### src/rtl/alu_issue_arbiter_pkg.sv
// Shared defines for the EXE-stage ALU and its two-slot issue arbiter.
// Word/opcode widths and ALU_* opcode bit indices are reused by ALU and the arbiter top.
package alu_issue_arbiter_pkg;

    localparam int SINGLE_WORD = 32;
    localparam int ALUOP       = 12;

    localparam int ARB_TAG_W = 4;
    localparam int ARB_CNT_W = 16;
    localparam int ARB_SLOTS = 2;

    localparam int ALU_ADD  = 0;
    localparam int ALU_SUB  = 1;
    localparam int ALU_SLT  = 2;
    localparam int ALU_SLTU = 3;
    localparam int ALU_AND  = 4;
    localparam int ALU_NOR  = 5;
    localparam int ALU_OR   = 6;
    localparam int ALU_XOR  = 7;
    localparam int ALU_SLL  = 8;
    localparam int ALU_SRL  = 9;
    localparam int ALU_SRA  = 10;
    localparam int ALU_LUI  = 11;

    typedef enum logic {
        SLOT0 = 1'b0,
        SLOT1 = 1'b1
    } slot_e;

    function automatic logic onehot_ok(input logic [ALUOP-1:0] op);
        int unsigned ones;
        ones = 0;
        for (int unsigned i = 0; i < ALUOP; i++) begin
            ones = ones + int'(op[i]);
        end
        return ones == 1;
    endfunction

endpackage

### src/rtl/alu_issue_arbiter_if.sv
// One issue slot: request channel into the shared ALU plus its result channel.
// master = requester/consumer side, slave = arbiter side.
interface alu_issue_arbiter_if #(
    parameter int DATA_W = 32,
    parameter int OP_W   = 12,
    parameter int TAG_W  = 4
);
    logic              req_valid;
    logic              req_ready;
    logic [DATA_W-1:0] req_src0;
    logic [DATA_W-1:0] req_src1;
    logic [OP_W-1:0]   req_aluop;
    logic [TAG_W-1:0]  req_tag;

    logic              res_valid;
    logic              res_ready;
    logic [DATA_W-1:0] res_data;
    logic              res_ov;
    logic [TAG_W-1:0]  res_tag;
    logic              res_err;

    modport master (
        output req_valid, req_src0, req_src1, req_aluop, req_tag, res_ready,
        input  req_ready, res_valid, res_data, res_ov, res_tag, res_err
    );

    modport slave (
        input  req_valid, req_src0, req_src1, req_aluop, req_tag, res_ready,
        output req_ready, res_valid, res_data, res_ov, res_tag, res_err
    );
endinterface

### src/rtl/ALU.sv
// Combinational EXE-stage ALU with a one-hot opcode; shift amount comes from alu_src0[4:0].
// overflow reports signed overflow for add and sub only.
module ALU
    import alu_issue_arbiter_pkg::*;
(
    input  logic [ALUOP-1:0]       aluop,
    input  logic [SINGLE_WORD-1:0] alu_src0,
    input  logic [SINGLE_WORD-1:0] alu_src1,
    output logic [SINGLE_WORD-1:0] aluso,
    output logic                   overflow
);
    localparam int MSB = SINGLE_WORD - 1;

    logic [SINGLE_WORD-1:0] sum;
    logic [SINGLE_WORD-1:0] diff;
    logic [4:0]             sa;

    always_comb begin
        sum  = alu_src0 + alu_src1;
        diff = alu_src0 - alu_src1;
        sa   = alu_src0[4:0];

        aluso = '0;
        if (aluop[ALU_ADD])  aluso = aluso | sum;
        if (aluop[ALU_SUB])  aluso = aluso | diff;
        if (aluop[ALU_SLT])  aluso = aluso | {{MSB{1'b0}}, $signed(alu_src0) < $signed(alu_src1)};
        if (aluop[ALU_SLTU]) aluso = aluso | {{MSB{1'b0}}, alu_src0 < alu_src1};
        if (aluop[ALU_AND])  aluso = aluso | (alu_src0 & alu_src1);
        if (aluop[ALU_NOR])  aluso = aluso | ~(alu_src0 | alu_src1);
        if (aluop[ALU_OR])   aluso = aluso | (alu_src0 | alu_src1);
        if (aluop[ALU_XOR])  aluso = aluso | (alu_src0 ^ alu_src1);
        if (aluop[ALU_SLL])  aluso = aluso | (alu_src1 << sa);
        if (aluop[ALU_SRL])  aluso = aluso | (alu_src1 >> sa);
        if (aluop[ALU_SRA])  aluso = aluso | $unsigned($signed(alu_src1) >>> sa);
        if (aluop[ALU_LUI])  aluso = aluso | {alu_src1[15:0], 16'h0000};

        overflow = (aluop[ALU_ADD] && (alu_src0[MSB] == alu_src1[MSB]) && (sum[MSB]  != alu_src0[MSB])) ||
                   (aluop[ALU_SUB] && (alu_src0[MSB] != alu_src1[MSB]) && (diff[MSB] != alu_src0[MSB]));
    end
endmodule

### src/rtl/alu_issue_arbiter_rr_arb2.sv
// Two-way round-robin arbiter: single eligible slot wins outright, a tie goes to prio.
// prio points away from the most recent winner.
module rr_arb2
    import alu_issue_arbiter_pkg::*;
(
    input  logic                 clk,
    input  logic                 resetn,
    input  logic [ARB_SLOTS-1:0] elig,
    output logic [ARB_SLOTS-1:0] grant
);
    slot_e prio;

    always_comb begin
        grant = elig;
        if (elig == 2'b11) begin
            grant = (prio == SLOT1) ? 2'b10 : 2'b01;
        end
    end

    always_ff @(posedge clk or negedge resetn) begin
        if (!resetn) begin
            prio <= SLOT0;
        end else if (grant[0]) begin
            prio <= SLOT1;
        end else if (grant[1]) begin
            prio <= SLOT0;
        end
    end
endmodule

### src/rtl/alu_issue_arbiter.sv
// Shares one ALU between two issue slots; each slot owns a one-deep result register
// drained by its own valid/ready channel, plus a saturating contention counter.
module alu_issue_arbiter
    import alu_issue_arbiter_pkg::*;
#(
    parameter int DATA_W = SINGLE_WORD,
    parameter int OP_W   = ALUOP,
    parameter int TAG_W  = ARB_TAG_W,
    parameter int CNT_W  = ARB_CNT_W
) (
    input  logic                 clk,
    input  logic                 resetn,
    alu_issue_arbiter_if.slave   slot0,
    alu_issue_arbiter_if.slave   slot1,
    output logic [CNT_W-1:0]     conflict_cnt
);
    logic [ARB_SLOTS-1:0] req_valid;
    logic [ARB_SLOTS-1:0] res_ready;
    logic [ARB_SLOTS-1:0] elig;
    logic [ARB_SLOTS-1:0] grant;
    logic [ARB_SLOTS-1:0] op_err;
    logic [ARB_SLOTS-1:0] load_ov;

    logic [DATA_W-1:0] src0  [ARB_SLOTS];
    logic [DATA_W-1:0] src1  [ARB_SLOTS];
    logic [OP_W-1:0]   aluop [ARB_SLOTS];
    logic [TAG_W-1:0]  tag   [ARB_SLOTS];

    logic [ARB_SLOTS-1:0] res_valid_q;
    logic [ARB_SLOTS-1:0] res_ov_q;
    logic [ARB_SLOTS-1:0] res_err_q;
    logic [DATA_W-1:0]    res_data_q [ARB_SLOTS];
    logic [TAG_W-1:0]     res_tag_q  [ARB_SLOTS];

    logic [OP_W-1:0]   alu_op;
    logic [DATA_W-1:0] alu_src0;
    logic [DATA_W-1:0] alu_src1;
    logic [DATA_W-1:0] aluso;
    logic              alu_ov;

    assign req_valid = {slot1.req_valid, slot0.req_valid};
    assign res_ready = {slot1.res_ready, slot0.res_ready};
    assign src0[0]   = slot0.req_src0;
    assign src0[1]   = slot1.req_src0;
    assign src1[0]   = slot0.req_src1;
    assign src1[1]   = slot1.req_src1;
    assign aluop[0]  = slot0.req_aluop;
    assign aluop[1]  = slot1.req_aluop;
    assign tag[0]    = slot0.req_tag;
    assign tag[1]    = slot1.req_tag;

    // Gating with resetn keeps both ready outputs low throughout reset.
    assign elig = req_valid & (~res_valid_q | res_ready) & {ARB_SLOTS{resetn}};

    rr_arb2 u_arb (
        .clk    (clk),
        .resetn (resetn),
        .elig   (elig),
        .grant  (grant)
    );

    always_comb begin
        alu_op   = grant[1] ? aluop[1] : aluop[0];
        alu_src0 = grant[1] ? src0[1]  : src0[0];
        alu_src1 = grant[1] ? src1[1]  : src1[0];
    end

    ALU u_alu (
        .aluop    (alu_op),
        .alu_src0 (alu_src0),
        .alu_src1 (alu_src1),
        .aluso    (aluso),
        .overflow (alu_ov)
    );

    always_comb begin
        op_err  = '0;
        load_ov = '0;
        for (int unsigned i = 0; i < ARB_SLOTS; i++) begin
            op_err[i]  = !onehot_ok(aluop[i]);
            load_ov[i] = !op_err[i] && alu_ov && (aluop[i][ALU_ADD] || aluop[i][ALU_SUB]);
        end
    end

    always_ff @(posedge clk or negedge resetn) begin
        if (!resetn) begin
            res_valid_q <= '0;
            res_ov_q    <= '0;
            res_err_q   <= '0;
            for (int unsigned i = 0; i < ARB_SLOTS; i++) begin
                res_data_q[i] <= '0;
                res_tag_q[i]  <= '0;
            end
        end else begin
            for (int unsigned i = 0; i < ARB_SLOTS; i++) begin
                if (grant[i]) begin
                    res_valid_q[i] <= 1'b1;
                    res_data_q[i]  <= op_err[i] ? '0 : aluso;
                    res_ov_q[i]    <= load_ov[i];
                    res_err_q[i]   <= op_err[i];
                    res_tag_q[i]   <= tag[i];
                end else if (res_ready[i]) begin
                    res_valid_q[i] <= 1'b0;
                end
            end
        end
    end

    always_ff @(posedge clk or negedge resetn) begin
        if (!resetn) begin
            conflict_cnt <= '0;
        end else if ((&req_valid) && (^grant) && (conflict_cnt != '1)) begin
            conflict_cnt <= conflict_cnt + CNT_W'(1);
        end
    end

    assign slot0.req_ready = grant[0];
    assign slot1.req_ready = grant[1];
    assign slot0.res_valid = res_valid_q[0];
    assign slot1.res_valid = res_valid_q[1];
    assign slot0.res_data  = res_data_q[0];
    assign slot1.res_data  = res_data_q[1];
    assign slot0.res_ov    = res_ov_q[0];
    assign slot1.res_ov    = res_ov_q[1];
    assign slot0.res_tag   = res_tag_q[0];
    assign slot1.res_tag   = res_tag_q[1];
    assign slot0.res_err   = res_err_q[0];
    assign slot1.res_err   = res_err_q[1];
endmodule
### src/flat_wrapper.sv
// flat-port wrapper written by rule: the top's interface ports become plain ports
module alu_issue_arbiter_flat import alu_issue_arbiter_pkg::*;
#(
    parameter int DATA_W = SINGLE_WORD,
    parameter int OP_W   = ALUOP,
    parameter int TAG_W  = ARB_TAG_W,
    parameter int CNT_W  = ARB_CNT_W
)
  (clk, resetn, conflict_cnt, slot0_req_valid, slot0_req_src0, slot0_req_src1, slot0_req_aluop, slot0_req_tag, slot0_res_ready, slot0_req_ready, slot0_res_valid, slot0_res_data, slot0_res_ov, slot0_res_tag, slot0_res_err, slot1_req_valid, slot1_req_src0, slot1_req_src1, slot1_req_aluop, slot1_req_tag, slot1_res_ready, slot1_req_ready, slot1_res_valid, slot1_res_data, slot1_res_ov, slot1_res_tag, slot1_res_err);
  alu_issue_arbiter_if #(.DATA_W(DATA_W), .OP_W(OP_W), .TAG_W(TAG_W)) slot0_i ();
  alu_issue_arbiter_if #(.DATA_W(DATA_W), .OP_W(OP_W), .TAG_W(TAG_W)) slot1_i ();
  input  logic clk;
  input  logic resetn;
  output logic [CNT_W-1:0] conflict_cnt;
  input wire logic [$bits(slot0_i.req_valid)-1:0] slot0_req_valid;
  input wire logic [$bits(slot0_i.req_src0)-1:0] slot0_req_src0;
  input wire logic [$bits(slot0_i.req_src1)-1:0] slot0_req_src1;
  input wire logic [$bits(slot0_i.req_aluop)-1:0] slot0_req_aluop;
  input wire logic [$bits(slot0_i.req_tag)-1:0] slot0_req_tag;
  input wire logic [$bits(slot0_i.res_ready)-1:0] slot0_res_ready;
  output wire logic [$bits(slot0_i.req_ready)-1:0] slot0_req_ready;
  output wire logic [$bits(slot0_i.res_valid)-1:0] slot0_res_valid;
  output wire logic [$bits(slot0_i.res_data)-1:0] slot0_res_data;
  output wire logic [$bits(slot0_i.res_ov)-1:0] slot0_res_ov;
  output wire logic [$bits(slot0_i.res_tag)-1:0] slot0_res_tag;
  output wire logic [$bits(slot0_i.res_err)-1:0] slot0_res_err;
  input wire logic [$bits(slot1_i.req_valid)-1:0] slot1_req_valid;
  input wire logic [$bits(slot1_i.req_src0)-1:0] slot1_req_src0;
  input wire logic [$bits(slot1_i.req_src1)-1:0] slot1_req_src1;
  input wire logic [$bits(slot1_i.req_aluop)-1:0] slot1_req_aluop;
  input wire logic [$bits(slot1_i.req_tag)-1:0] slot1_req_tag;
  input wire logic [$bits(slot1_i.res_ready)-1:0] slot1_res_ready;
  output wire logic [$bits(slot1_i.req_ready)-1:0] slot1_req_ready;
  output wire logic [$bits(slot1_i.res_valid)-1:0] slot1_res_valid;
  output wire logic [$bits(slot1_i.res_data)-1:0] slot1_res_data;
  output wire logic [$bits(slot1_i.res_ov)-1:0] slot1_res_ov;
  output wire logic [$bits(slot1_i.res_tag)-1:0] slot1_res_tag;
  output wire logic [$bits(slot1_i.res_err)-1:0] slot1_res_err;
  assign slot0_i.req_valid = slot0_req_valid;
  assign slot0_i.req_src0 = slot0_req_src0;
  assign slot0_i.req_src1 = slot0_req_src1;
  assign slot0_i.req_aluop = slot0_req_aluop;
  assign slot0_i.req_tag = slot0_req_tag;
  assign slot0_i.res_ready = slot0_res_ready;
  assign slot0_req_ready = slot0_i.req_ready;
  assign slot0_res_valid = slot0_i.res_valid;
  assign slot0_res_data = slot0_i.res_data;
  assign slot0_res_ov = slot0_i.res_ov;
  assign slot0_res_tag = slot0_i.res_tag;
  assign slot0_res_err = slot0_i.res_err;
  assign slot1_i.req_valid = slot1_req_valid;
  assign slot1_i.req_src0 = slot1_req_src0;
  assign slot1_i.req_src1 = slot1_req_src1;
  assign slot1_i.req_aluop = slot1_req_aluop;
  assign slot1_i.req_tag = slot1_req_tag;
  assign slot1_i.res_ready = slot1_res_ready;
  assign slot1_req_ready = slot1_i.req_ready;
  assign slot1_res_valid = slot1_i.res_valid;
  assign slot1_res_data = slot1_i.res_data;
  assign slot1_res_ov = slot1_i.res_ov;
  assign slot1_res_tag = slot1_i.res_tag;
  assign slot1_res_err = slot1_i.res_err;
  alu_issue_arbiter #(.DATA_W(DATA_W), .OP_W(OP_W), .TAG_W(TAG_W), .CNT_W(CNT_W)) u_core (.clk(clk), .resetn(resetn), .slot0(slot0_i), .slot1(slot1_i), .conflict_cnt(conflict_cnt));
endmodule
### config.mk
export PLATFORM = sky130hd
export DESIGN_NAME = alu_issue_arbiter_flat
export DESIGN_NICKNAME = d
export VERILOG_FILES = /design/src/rtl/alu_issue_arbiter_pkg.sv /design/src/rtl/alu_issue_arbiter_if.sv /design/src/rtl/ALU.sv /design/src/rtl/alu_issue_arbiter_rr_arb2.sv /design/src/rtl/alu_issue_arbiter.sv /design/src/flat_wrapper.sv
export SDC_FILE = /design/constraint.sdc
export NUM_CORES = 1
export LEC_CHECK = 0
export CELL_PAD_IN_SITES_DETAIL_PLACEMENT = 2
export CELL_PAD_IN_SITES_GLOBAL_PLACEMENT = 2
export CORE_ASPECT_RATIO = 1.4
export CORE_MARGIN = 2
export CORE_UTILIZATION = 32
export CTS_BUF_LIST = sky130_fd_sc_hd__clkbuf_8 sky130_fd_sc_hd__clkbuf_16
export DETAILED_ROUTE_END_ITERATION = 8
export PLACE_DENSITY = 0.82
export RECOVER_POWER = 25
export REMOVE_ABC_BUFFERS = 1
export SLEW_MARGIN = 0
export SYNTH_ARGS = -nofsm -noshare
export SYNTH_HDL_FRONTEND = slang
export SYNTH_SLANG_ARGS = --single-unit
### constraint.sdc
create_clock -name clk -period 8 [get_ports clk]
set_clock_uncertainty 0.2 [all_clocks]
set_input_delay 2 -clock clk [delete_from_list [all_inputs] [get_ports clk]]
set_output_delay 2 -clock clk [all_outputs]
set_load 0.1 [all_outputs]
== Yosys cells after proc, flatten, opt, wreduce, memory -nomap -nowiden ==
Index checks and enable logic that the tools add are counted.

* Add/subtract/negate cells: 25
* Reduce and logical (&&, ||, !) cells: 20
* Shifts and indexed selects: 3
* Bitwise logic cells: 19
* Magnitude comparators: 2
* Multiplexer cells: 25
* Eq/ne operators: 8

{| class="wikitable"
|+ Operators by type and width
! operator !! number
|-
| 32-bit by 1-bit adder with 32-bit output || 20
|-
| 32-bit two-way mux || 16
|-
| 32-bit OR || 10
|-
| 32-bit by 1-bit equality test with 1-bit output, second input constant || 2
|-
| 32-bit < comparator || 2
|-
| 32-bit by 1-bit OR with 32-bit output || 2
|-
| 32-bit adder || 1
|-
| 32-bit bitwise AND || 1
|-
| 32-bit inverter || 1
|-
| 32-bit by 5-bit << shifter with 32-bit output || 1
|-
| 32-bit by 5-bit >> shifter with 32-bit output || 1
|-
| 32-bit by 5-bit >>> shifter with 32-bit output || 1
|-
| 32-bit subtractor || 1
|-
| 32-bit XOR || 1
|-
| 16-bit by 1-bit adder with 16-bit output, second input constant || 1
|-
| 16-bit inequality test, second input constant || 1
|-
| 12-bit two-way mux || 1
|-
| 1-bit logical AND || 10
|-
| 1-bit two-way mux || 6
|-
| 2-bit nonzero test || 3
|-
| 1-bit by 1-bit adder with 2-bit output || 2
|-
| 2-bit bitwise AND || 2
|-
| 2-bit two-way mux || 2
|-
| 1-bit logical OR || 3
|-
| 8 further kinds || 11
|}

* Output and inout port bits: 96
* Register bits after elaboration: 95

== Depth between registers and ports, before layout ==
* Depth in word-level cells: 32
* Gate-level depth with buffers: 24
* Mapped depth without buffers: 17

== Cells and area by module ==
A second synthesis with hierarchy kept.

* Cell total of the unflattened synthesis: 1713
* Area, all modules: 14093.5 um^2

{| class="wikitable"
|+ By module, submodules not included
! module !! area an instance (um^2) !! cells an instance !! times used
|-
| ALU || 8981.1 || 1293 || 1
|-
| alu_issue_arbiter || 5059.9 || 414 || 1
|-
| rr_arb2 || 52.6 || 6 || 1
|}

== Worst setup path after synthesis ==
Ideal clock, no wire load.

* Path type: input to output
* Start: input port slot0_res_ready
* End: output port slot1_req_ready
* Arrival: 5.082 ns
* Stages on the path: 10
* Slack: 0.718 ns
* Cell sequence: nand2b_1 > a211oi_4 > buf_4 > buf_4 > buf_4 > buf_6 > buf_2 > clkbuf_1 > buf_1 > buf_1

* Word-level cells in the longest chain between the ends: 5

{| class="wikitable"
|+ Ends and longest elaborated chain
! element !! RTL line !! text
|-
| start, declared || flat_wrapper.sv:20 || <nowiki>input wire logic [$bits(slot0_i.res_ready)-1:0] slot0_res_ready;</nowiki>
|-
| 2-bit OR || alu_issue_arbiter.sv:53 || <nowiki>assign elig = req_valid & (~res_valid_q | res_ready) & {ARB_SLOTS{resetn}};</nowiki>
|-
| 2-bit bitwise AND (2 in a row) || alu_issue_arbiter.sv:53 ||
|-
| 2-bit equality test || alu_issue_arbiter_rr_arb2.sv:15 || <nowiki>if (elig == 2'b11) begin</nowiki>
|-
| 2-bit two-way mux || alu_issue_arbiter_rr_arb2.sv:15 ||
|-
| end, declared || flat_wrapper.sv:33 || <nowiki>output wire logic [$bits(slot1_i.req_ready)-1:0] slot1_req_ready;</nowiki>
|}

No other way between the ends.

== Worst setup path in the final report ==
* Start: input port slot0_res_ready
* End: register u_core.res_data_q, in the netlist u_core.slot1.res_data[25]

* Word-level cells in the longest chain between the ends: 31
* Elaborated cells between the ends (all ways): 41
* Those cells by class: 2 x add/sub; 1 x eq/ne; 3 x shift; 17 x mux; 18 x bitwise

{| class="wikitable"
|+ Ends and longest elaborated chain
! element !! RTL line !! text
|-
| 2-bit OR (*) || alu_issue_arbiter.sv:53 ||
|-
| 2-bit bitwise AND (*) (2 in a row) || alu_issue_arbiter.sv:53 ||
|-
| 2-bit equality test (*) || alu_issue_arbiter_rr_arb2.sv:15 ||
|-
| 2-bit two-way mux (*) || alu_issue_arbiter_rr_arb2.sv:15 ||
|-
| 32-bit two-way mux, on equally long branches || alu_issue_arbiter.sv:64, alu_issue_arbiter.sv:65 ||
|-
| 32-bit adder || ALU.sv:19 || <nowiki>sum = alu_src0 + alu_src1;</nowiki>
|-
| 32-bit two-way mux || ALU.sv:24 || <nowiki>if (aluop[ALU_ADD]) aluso = aluso | sum;</nowiki>
|-
| 32-bit OR || ALU.sv:25 || <nowiki>if (aluop[ALU_SUB]) aluso = aluso | diff;</nowiki>
|-
| [... 14 more ...] || - ||
|-
| 32-bit two-way mux || ALU.sv:32 || <nowiki>if (aluop[ALU_SLL]) aluso = aluso | (alu_src1 << sa);</nowiki>
|-
| 32-bit OR || ALU.sv:33 || <nowiki>if (aluop[ALU_SRL]) aluso = aluso | (alu_src1 >> sa);</nowiki>
|-
| 32-bit two-way mux || ALU.sv:33 ||
|-
| 32-bit OR || ALU.sv:34 || <nowiki>if (aluop[ALU_SRA]) aluso = aluso | $unsigned($signed(alu_src1) >>> sa);</nowiki>
|-
| 32-bit two-way mux || ALU.sv:34 ||
|-
| 32-bit OR || ALU.sv:35 || <nowiki>if (aluop[ALU_LUI]) aluso = aluso | {alu_src1[15:0], 16'h0000};</nowiki>
|-
| 32-bit two-way mux || ALU.sv:35 ||
|-
| 32-bit two-way mux || alu_issue_arbiter.sv:98 || <nowiki>res_data_q[i] <= op_err[i] ? '0 : aluso;</nowiki>
|-
| end signal, assigned by index || alu_issue_arbiter.sv:98 ||
|-
| end, declared || alu_issue_arbiter.sv:32 || <nowiki>logic [DATA_W-1:0] res_data_q [ARB_SLOTS];</nowiki>
|}

Mark *: on every way between the ends. The rest lies on a longest branch, timed or not.
A chain may end at the register's enable or synchronous reset.

==> metrics.txt <==
Total Routed Length 117,300 um; leakage 9.410 nW; Layout area overhead 26.60%; Post-CTS Resized 0; Slew Limit Fails 75; Post-DP Area 20,980 sq um; DP HPWL 96,660 um; root buf cell clkbuf_16; CP Max Fanout 22; CTS tree built; MaxCap Viol Count 2; I/O Buffers 261; initial antenna violation count 2; FP Rows 99; WHS 285.8 ps; Worst EP arrival 7470 ps; largest net degree at the start of global routing 71; crit share post-route 92.76%; critical path class primary input to flop; register bit total from synthesis 95; CP Launch Type primary input; Fmax 0.1348 GHz; DRC 0; Final Cell Area 21,300 sq um; # clock sinks 95; Slew HR -153.9%; share of layout cells above drive strength 1 11.59%; I/O pin cnt 262; critical path endpoint category flop; worst IR drop on VDD 0.0001102 V; max incr delay on CP 650 ps; register area share after synthesis 14.13%; Routed wire per std cell 35.84 um; Post-CTS Setup Inserts 0; DR iter-0 viols 1,561; die height 275.3 um; hold crit path type flop to flop; fillers 6,181; final hold vios 0; total power 4.949 mW; CTS Buffer Depth 2; worst slew pin tran 3809 ps; fraction of registers with async set/reset 100.0%; Core Area 52,020 sq um; ys flop type dfrtp_1; Num CTS Buffers 9; synth warn 0; NumNets Final 2,896; Via Count 21,390; total congestion overflow 0; DIE AREA 54,450 sq um; first drt pass iteration count 5; CP Cell Sequence clkdlybuf4s50_1 -> nand2b_1 -> a211oi_4 -> buf_12 -> buf_4 -> mux2i_1 -> ha_1 -> nor2b_1 -> nor4_1 -> a2111o_1 -> a211o_1 -> a21oi_1 -> o21ai_1 -> nor4_1 -> mux2i_1 -> a221o_1 -> a22o_1; Die Wd 197.8 um; min Tclk post-route 7421 ps; Cells after Synth 2,316; CP required 8050 ps; post-synthesis cell area 16,820 sq um; Cell variety after synth 93; # setup viols final 0; power per cell area 232.4 nW/um^2; syn_area_per_cell 7.264 sq um; first-pass GRT wire length 165,900 um; RSZ-0062 raised after global routing false; post-DR vias/cell 6.535; CTS H-Tree Depth 3; critical path's slowest cell mux2i_1; gr usage total 42.34%; outcome complete, but fails checks; initial core utilization 32.34%; # hold bufs at CTS 0; Final TNS setup 0 ps; Worst-path clk slew 80 ps; Final Util 40.94%; antenna-violating nets left 0; EDFF count, synth 0; clk_lat worst skew 360 ps; vias in the first global route 22,660; RD Place Congestion 1.082; violations in the final reports max-capacitance violations, max-slew violations
cell usage after synthesis (11+ instances only):
| library cell | number | area (sq um) |
|---|---|---|
| mux2i_1 | 191 | 1912 |
| o21ai_1 | 11 | 55.05 |
| xnor2_1 | 37 | 324.1 |
| ha_1 | 106 | 1326 |
| o21bai_1 | 15 | 112.6 |
| inv_1 | 139 | 521.8 |
| a22o_1 | 31 | 271.5 |
| nand2_1 | 315 | 1182 |
| a22oi_1 | 18 | 135.1 |
| nor4_1 | 16 | 100.1 |
| clkbuf_1 | 88 | 330.3 |
| or2_2 | 12 | 75.07 |
| o211ai_1 | 32 | 240.2 |
| a21oi_1 | 182 | 910.9 |
| o21a_1 | 17 | 127.6 |
| dfrtp_1 | 95 | 2377 |
| nor2_1 | 182 | 683.2 |
| xor2_1 | 13 | 113.9 |
| a221oi_1 | 27 | 236.5 |
| or3_1 | 15 | 93.84 |
| and3_1 | 15 | 93.84 |
| a21o_1 | 22 | 165.2 |
| nand3_1 | 75 | 375.4 |
| a221o_1 | 17 | 170.2 |
| o2111ai_1 | 11 | 96.34 |
| a31oi_1 | 32 | 200.2 |
| nor3_1 | 37 | 185.2 |
| nor2b_1 | 20 | 125.1 |
| nand2b_1 | 19 | 118.9 |
| nand4_1 | 21 | 131.4 |
| mux4_2 | 13 | 292.8 |
| buf_2 | 37 | 185.2 |
| o31ai_1 | 22 | 165.2 |
| mux2_2 | 44 | 495.5 |
| a211oi_1 | 49 | 367.9 |
| fa_1 | 14 | 280.3 |
| o21ai_0 | 124 | 620.6 |
| a2111oi_0 | 17 | 148.9 |
| o221ai_1 | 17 | 148.9 |
| buf_1 | 25 | 93.84 |
| o22ai_1 | 13 | 81.33 |
area by class of cell:
cell class / count / area, sq um / share of cell area [%]
repair buffers: 441 / 3980 / 18.69
flip-flops and latches: 95 / 2377 / 11.16
clock inverters: 6 / 56.30 / 0.2644
inverters: 149 / 566.8 / 2.661
multi-input cells: 1914 / 13250 / 62.21
clock buffers: 10 / 239.0 / 1.122
well taps: 656 / 820.8 / 3.854
diodes: 3 / 7.507 / 0.03525
layer usage:
layer / GRT usage (%) / routed length, um / share of wire, %
met5: 0 / 0 / 0
met4: 34.17 / 10970 / 9.3
met3: 4.435 / 6228 / 5.3
met2: 73.34 / 56680 / 48
met1: 47.22 / 43470 / 37
path summary, 6_finish.rpt:
| check | slack (ps) | endpoint | from | cells past startpoint |
|---|---|---|---|---|
| setup / recovery | 580 | u_core.slot1.res_data[25] | slot0_res_ready | 17 |
| hold / removal | 290 | u_core.slot1.res_tag[1] | u_core.slot1.res_tag[1] | 2 |
| setup reg to reg | 2340 | u_core.slot0.res_data[21] | u_core.res_valid_q[1] | 22 |
| hold reg to reg | 290 | u_core.slot1.res_tag[1] | u_core.slot1.res_tag[1] | 2 |
| max in group asynchronous | 1460 | u_core.slot1.res_data[15] | resetn | 3 |
| min in group asynchronous | 1880 | u_core.res_valid_q[0] | resetn | 2 |
flip-flops by register name, indices dropped and copies added, names as in the netlist:
register / flops
u_core.conflict_cnt: 16
u_core.res_err_q: 2
u_core.res_ov_q: 2
u_core.res_valid_q: 2
u_core.slot0.res_data: 32
u_core.slot0.res_tag: 4
u_core.slot1.res_data: 32
u_core.slot1.res_tag: 4
u_core.u_arb.prio: 1
critical path: cells and delay by family:
kind | cells | cell delay (ps)
multiplexers | 2 | 800
AO/OA/AOI/OAI | 7 | 2340
adder cells (fa/ha/maj) | 1 | 340
AND/OR/NAND/NOR | 4 | 990
buffers and inverters | 3 | 970
cells by family after synthesis:
kind of cell,synth area share (%)
buf+inv,7.326
flops,14.13
xor+xnor,2.603
simple gates,20.15
mux,16.36
fa+ha+maj,9.550
compound gates,29.88
cell usage in the layout, fill, tap and decap left out, types with 75 or more instances in the layout:
cell type / n
a21oi_1: 180
nor2_1: 182
nand2_1: 315
inv_1: 139
nand3_1: 75
o21ai_0: 124
buf_4: 176
dfrtp_1: 95
clkdlybuf4s50_1: 255
mux2i_1: 187
ha_1: 106
metrics by stage:
step           cells  worst slack (ps)
5_1_grt         3272             277.4
3_5_place_dp    3253             65.85
2_1_floorplan   2158             -9896
6_report        3274             579.2
4_1_cts         3269             391.3
3_3_place_gp    3253             230.5
report_power, final:
group	switching (mW)	total [mW]	leakage (nW)	internal (mW)
sequential	0.117	0.747	1.25	0.630
combinational	2.71	3.76	8.01	1.05
clock	0.212	0.439	0.144	0.227
total	3.04	4.95	9.41	1.91
Note: power is estimated with default switching activity, not from simulation.
